`config.mk`:
```
export PLATFORM = sky130hd
export DESIGN_NAME = clk_gen_ctrl
export DESIGN_NICKNAME = d
export VERILOG_FILES = /design/src/rtl/clk_gen_pkg.sv /design/src/rtl/clk_gen_ctrl_phase_counter.sv /design/src/rtl/clk_gen_ctrl.sv
export SDC_FILE = /design/constraint.sdc
export NUM_CORES = 1
export LEC_CHECK = 0
export ABC_AREA = 0
export BUFFER_PORTS_ARGS = -buffer_cell sky130_fd_sc_hd__buf_2
export CAP_MARGIN = 30
export CELL_PAD_IN_SITES_DETAIL_PLACEMENT = 1
export CELL_PAD_IN_SITES_GLOBAL_PLACEMENT = 1
export CORE_MARGIN = 5
export CORE_UTILIZATION = 45
export DETAILED_ROUTE_END_ITERATION = 16
export PLACE_DENSITY = 0.83
export SLEW_MARGIN = 25
export SYNTH_ARGS = -nofsm -noshare
export SYNTH_HDL_FRONTEND = slang
export SYNTH_SLANG_ARGS = --single-unit
```
`constraint.sdc`:
```
create_clock -name clk -period 4.8 [get_ports clk]
set_input_delay 0.96 -clock clk [delete_from_list [all_inputs] [get_ports clk]]
set_output_delay 0.96 -clock clk [all_outputs]
set_load 0.1 [all_outputs]
```
`src/rtl/clk_gen_pkg.sv`:
```
// Shared types and helpers for the programmable clock generator.
// State encoding, default widths and the zero-length clamp live here.
package clk_gen_pkg;

    localparam int CNT_W_DEF   = 16;
    localparam int BURST_W_DEF = 8;

    typedef enum logic [1:0] {
        IDLE,
        LOW,
        HIGH
    } state_t;

    // A zero-length phase would stall the generator, so zero is treated as one.
    function automatic logic [31:0] clamp_nz(input logic [31:0] v);
        return (v == '0) ? 32'd1 : v;
    endfunction

endpackage

```
`src/rtl/clk_gen_ctrl_phase_counter.sv`:
```
// Loadable down-counter that holds at zero; the zero flag marks the last
// cycle of the current phase.
module phase_counter #(
    parameter int W = 16
) (
    input  logic         clk,
    input  logic         rst,
    input  logic         load,
    input  logic [W-1:0] load_val,
    output logic         zero
);

    logic [W-1:0] count;

    always_ff @(posedge clk or posedge rst) begin
        if (rst) begin
            count <= '0;
        end else if (load) begin
            count <= load_val;
        end else if (count != '0) begin
            count <= count - 1'b1;
        end
    end

    assign zero = (count == '0);

endmodule

```
`src/rtl/clk_gen_ctrl.sv`:
```
// Programmable clock generator: LOW/HIGH phase lengths, burst or free-run,
// shadowed live reconfiguration and graceful stop at the end of a HIGH phase.
module clk_gen_ctrl
    import clk_gen_pkg::*;
#(
    parameter int CNT_W   = CNT_W_DEF,
    parameter int BURST_W = BURST_W_DEF
) (
    input  logic               clk,
    input  logic               rst,
    input  logic               cfg_valid,
    output logic               cfg_ready,
    input  logic [CNT_W-1:0]   cfg_high,
    input  logic [CNT_W-1:0]   cfg_low,
    input  logic [BURST_W-1:0] cfg_burst,
    input  logic               start,
    input  logic               stop,
    output logic               clk_out,
    output logic               rise_pulse,
    output logic               busy,
    output logic               done,
    output logic [BURST_W-1:0] period_cnt
);

    state_t             state;
    logic [CNT_W-1:0]   act_high, act_low, sh_high, sh_low;
    logic [BURST_W-1:0] act_burst, sh_burst;
    logic               sh_valid, stop_pend;

    logic [CNT_W-1:0]   in_high, in_low;
    logic [BURST_W-1:0] pc_plus1, pc_sat;
    logic               cfg_fire, start_ok, period_end, run_end;
    logic               cnt_zero, cnt_load;
    logic [CNT_W-1:0]   cnt_val;

    assign busy      = (state != IDLE);
    assign cfg_ready = (state == IDLE) || !sh_valid;
    assign cfg_fire  = cfg_valid && cfg_ready;
    assign in_high   = CNT_W'(clamp_nz(32'(cfg_high)));
    assign in_low    = CNT_W'(clamp_nz(32'(cfg_low)));
    assign start_ok  = (state == IDLE) && start && !stop;

    assign pc_plus1   = period_cnt + 1'b1;
    assign pc_sat     = (period_cnt == '1) ? period_cnt : pc_plus1;
    assign period_end = (state == HIGH) && cnt_zero;
    assign run_end    = period_end &&
                        (stop_pend || ((act_burst != '0) && (pc_plus1 == act_burst)));

    always_comb begin
        cnt_load = 1'b0;
        cnt_val  = '0;
        case (state)
            IDLE: begin
                if (start_ok) begin
                    cnt_load = 1'b1;
                    cnt_val  = (cfg_fire ? in_low : act_low) - 1'b1;
                end
            end
            LOW: begin
                if (cnt_zero) begin
                    cnt_load = 1'b1;
                    cnt_val  = act_high - 1'b1;
                end
            end
            HIGH: begin
                if (cnt_zero && !run_end) begin
                    cnt_load = 1'b1;
                    cnt_val  = (sh_valid ? sh_low : act_low) - 1'b1;
                end
            end
            default: ;
        endcase
    end

    phase_counter #(.W(CNT_W)) u_phase (
        .clk      (clk),
        .rst      (rst),
        .load     (cnt_load),
        .load_val (cnt_val),
        .zero     (cnt_zero)
    );

    always_ff @(posedge clk or posedge rst) begin
        if (rst) begin
            state      <= IDLE;
            clk_out    <= 1'b0;
            rise_pulse <= 1'b0;
            done       <= 1'b0;
            period_cnt <= '0;
            act_high   <= CNT_W'(1);
            act_low    <= CNT_W'(1);
            act_burst  <= '0;
            sh_high    <= '0;
            sh_low     <= '0;
            sh_burst   <= '0;
            sh_valid   <= 1'b0;
            stop_pend  <= 1'b0;
        end else begin
            rise_pulse <= 1'b0;
            done       <= 1'b0;

            case (state)
                IDLE: begin
                    if (start_ok) begin
                        state      <= LOW;
                        period_cnt <= '0;
                    end
                end
                LOW: begin
                    if (cnt_zero) begin
                        state      <= HIGH;
                        clk_out    <= 1'b1;
                        rise_pulse <= 1'b1;
                    end
                end
                HIGH: begin
                    if (cnt_zero) begin
                        clk_out    <= 1'b0;
                        period_cnt <= pc_sat;
                        if (run_end) begin
                            state <= IDLE;
                            done  <= 1'b1;
                        end else begin
                            state <= LOW;
                        end
                    end
                end
                default: state <= IDLE;
            endcase

            if (state == IDLE) begin
                if (cfg_fire) begin
                    act_high  <= in_high;
                    act_low   <= in_low;
                    act_burst <= cfg_burst;
                end
            end else if (run_end) begin
                // A config caught at run end goes straight to the active set so it is not stranded.
                sh_valid  <= 1'b0;
                stop_pend <= 1'b0;
                if (cfg_fire) begin
                    act_high  <= in_high;
                    act_low   <= in_low;
                    act_burst <= cfg_burst;
                end else if (sh_valid) begin
                    act_high  <= sh_high;
                    act_low   <= sh_low;
                    act_burst <= sh_burst;
                end
            end else begin
                if (period_end && sh_valid) begin
                    act_high  <= sh_high;
                    act_low   <= sh_low;
                    act_burst <= sh_burst;
                    sh_valid  <= 1'b0;
                end
                if (cfg_fire) begin
                    sh_high  <= in_high;
                    sh_low   <= in_low;
                    sh_burst <= cfg_burst;
                    sh_valid <= 1'b1;
                end
                if (stop) begin
                    stop_pend <= 1'b1;
                end
            end
        end
    end

endmodule

```
==> summary.md <==
The logs give 0 for the total number of yosys warnings and 277 MHz for the maximum clock frequency. Summing all flip-flop and latch instances after layout gives 2780 um^2. Setup repair after global routing left no endpoint under its margin. For the share of synthesized area occupied by flip-flops and latches, the log shows 38.4%. The number of gates resized after CTS was 0.

The congestion estimate from routability-driven global placement came to 0.952. For this design the top-level I/O count stands at 58. The maximum count of clock buffers along a single path was 2. The logs give 1190 ps for the worst reg-to-reg setup slack and 0 for the total inserted antenna cells. The tree is rooted in a sky130_fd_sc_hd__clkbuf_16. The class of the most critical hold timing path is reg -> reg.

Summing all non-filler instances in the final layout gives an area of 8090 um^2. The analysis attributes to cell leakage a power of 3.53 nW. Summed over all nets, wire length on met3 after detailed routing comes to 1180 um. The worst setup path is captured at a register. After floorplanning, the core was sized to cover 15800 um^2. The count of buffers added on input and output ports is 57. The tools report the required time at the worst-slack endpoint as 5070 ps. Dividing total power by cell area gives a power density of 528 nW/um^2. Global routing used 25.9% of the available tracks. For the via count of the first global-routing pass, the log shows 6872. Detail-routed via count per cell: 6.19. The flow ran to the end, and the final reports show no timing, DRC or antenna violations. For this run, design rule violations remaining after detail routing come to 0. The total length of routed wires was 23700 um; the number of buffers inserted for hold repair after clock tree synthesis was 0. Counting the fill cells in the layout gives 1856. sky130_fd_sc_hd__dfrtp_1 is the most common cell in the netlist.

The logs give 423 for the number of DRC markers in iteration 0 and 111 for the number of sinks on the clock net. The tools report the capture point of the worst reg-to-reg path as act_low[15]. For the worst flop-to-flop path, the logic depth is 9.

A synthesized cell averages 9.36 um^2. The relative max-transition margin came out at 36.0%. The initial antenna violation count is 0. Subtracting the final worst setup slack from the clock period gives 3610 ps. For this block, wires on met1 add up to 10200 um. The relative area change from synthesis to final layout was 11.7%. Worst hold path endpoint: sh_burst[5]. The CTS H-tree depth came out at 3. Global routing finished with a remaining overflow of 0. The highest metal layer used by the detailed router was met4. In the post-synthesis netlist, the biggest area contributors are sky130_fd_sc_hd__dfrtp_1 38%, sky130_fd_sc_hd__mux2_4 7.1%, sky130_fd_sc_hd__mux2i_1 6.1%. Entering global routing, the biggest net connects 54 pins. The number of nets still failing antenna checks after routing was 0.

The distinct cell type count after synthesis is 72, and the final-report max-slew violation count is 0. Summing internal, switching and leakage power gives 0.00427 W. After the last flow step, the layout net total stands at 867. In this run the cell area measured after placement is 7700 um^2. The worst hold path begins at sh_burst[5]. Area of the multi-input gates: 4230 um^2. The launching element type of the critical path was a register. Die width: 137 um. The share of synthesized registers carrying an async set or reset came out at 100%. When the netlist entered floorplanning its net count stood at 823.

Setup violations remaining at the end of the flow were counted as 0. Max-cap violations in this run came to 0. The tools report the area of the mapped netlist as 7240 um^2. For this configuration, the core starts out at a cell density of 45.7%. After synthesis, the largest area contributor takes up 37.7% of total cell area.

In this run the critical register-to-register path is launched from u_phase.count[0]. The die covers 18700 um^2. For the placed wire-length estimate, the log shows 17200 um. The tools report the clock latency on the worst-skew pair as 370 ps. TritonCTS built the clock tree.

Among all flip-flop cells after synthesis, the most frequent one is sky130_fd_sc_hd__dfrtp_1. Row generation in the floorplan step produced 46 rows. Library cell with the largest summed area after synthesis: sky130_fd_sc_hd__dfrtp_1. The logs give 5 for the first-pass iteration count of the detailed router and 0 for the final hold violation count.

The tools report the worst setup skew after layout as 9.02 ps. Counting the buffers created by CTS gives 9. Gate count after technology mapping: 773. The pin slew with the least headroom to its limit is 961 ps, and the number of synthesized register bits is 111.

Worst-path maximum fanout: 12. After clock tree synthesis, the clock-pin slew on the worst setup and hold paths is 90 ps. The number of synthesized flops with an enable pin was 0; the final total negative setup slack was 0 ps. The average wire per standard cell is 22.9 um. The number of setup buffers added after CTS is 0.

Detailed routing inserted a total of 6428 vias. Summed over all nets, wire length on met2 after detailed routing comes to 11800 um. For the maximum ir drop on the vdd rail, the log shows 231 uV. For the worst setup path, the data arrival time is 3880 ps.

The die is 137 um tall. In the synthesized netlist, the cells that appear most often are 109 x sky130_fd_sc_hd__dfrtp_1, 76 x sky130_fd_sc_hd__nor2_1, 75 x sky130_fd_sc_hd__nand2_1. The first-pass GRT wire length was 37600 um; the fraction of the cycle the final worst path needs was 75.2%. The fraction of layout instances using a drive strength above 1 is 18.0%. By startpoint and endpoint, the worst setup path is classified as reg -> reg. The worst hold path depth works out to 1.
[sequential cells by signal, summed over array words and instances, names as in the netlist]
signal	flops
u_phase.count	16
act_burst	8
clk_out	1
done	1
period_cnt	8
state	2
stop_pend	1
sh_burst	8
rise_pulse	1
sh_low	16
sh_valid	1
act_high	16
sh_high	16
act_low	16
[report_power, final]
group | total [W] | switching [W] | internal (W) | leakage [nW]
registers | 0.00179 | 0.000462 | 0.00133 | 1.34
logic | 0.00165 | 0.000864 | 0.000783 | 2.03
clock network | 0.000833 | 0.000411 | 0.000422 | 0.157
total | 0.00427 | 0.00174 | 0.00254 | 3.53
[routing by layer]
metal  global-route usage (%)  vias to the layer above
met5                        0                        -
met4                     8.59                        0
met3                     3.57                       41
met2                     43.1                      178
met1                     34.7                     3299
li1                         -                     2910
[critical path: stages, from the launching register on]
cell                      delay [ps]
sky130_fd_sc_hd__dfrtp_1         420
sky130_fd_sc_hd__inv_1           130
sky130_fd_sc_hd__ha_1            220
sky130_fd_sc_hd__or4b_4          520
sky130_fd_sc_hd__or3_1           550
sky130_fd_sc_hd__nor3_2          330
sky130_fd_sc_hd__nand2_1         460
sky130_fd_sc_hd__nand2_1         530
sky130_fd_sc_hd__nand3_1         120
sky130_fd_sc_hd__o22a_1          230
[kinds of logic after synthesis]
family / synth area share [%]
and+or+nand+nor: 18.7
muxes: 13.8
adders and majority gates: 0.864
AOI/OAI and AO/OA: 16.8
xor gates and xnor gates: 7.99
DFF: 38.4
buffers and inverters: 3.44
[final cells by class]
type / instances / area share [%]
well taps: 216 / 3.34
inverters: 15 / 0.727
clock inverters: 7 / 1.21
repair buffers: 68 / 5.29
flip-flops and latches: 111 / 34.4
clock buffers: 9 / 2.79
multi-input cells: 612 / 52.3
[cells in the final DEF (no fill, tap or decap), drive strengths merged, types with 3 or more instances in the layout]
cell and instances:
a211oi 10, a21boi 3, a21oi 46, a221oi 5, a22oi 4, a2bb2oi 3, a31oi 4, and2 4
and3 6, buf 68, clkbuf 9, clkinv 4, dfrtp 109, ha 5, inv 17, mux2 38
mux2i 44, nand2 77, nand2b 6, nand3 9, nand3b 3, nand4 3, nor2 78, nor3 27
nor3b 5, nor4 20, o211ai 5, o21a 3, o21ai 62, o22a 5, o22ai 11, o2bb2a 5
o31ai 11, or2 5, or3 13, or4 5, xnor2 39, xor2 27
[through the flow]
stage               hold slack, ps  util, %  std cells  worst slack, ps
CTS                            521     50.7       1036             1170
floorplan                      470        -        773              913
detailed placement             490     48.7       1020             1080
global placement               495     48.5       1019             1220
global route                   532     51.1       1038             1050
finish                         519     51.1       1038             1190
[worst max-delay path by stage]
stage | cells past startpoint | to | startpoint | slack (ps)
floorplan | 1 | act_burst[0] | rst | 910
global placement | 14 | u_phase.count[10] | cfg_low[11] | 1220
detailed placement | 14 | u_phase.count[10] | cfg_low[11] | 1080
CTS | 9 | act_high[9] | period_cnt[0] | 1170
global route | 9 | act_low[15] | u_phase.count[0] | 1050
finish | 9 | act_low[15] | u_phase.count[0] | 1190
Note: power is estimated with default switching activity, not from simulation.
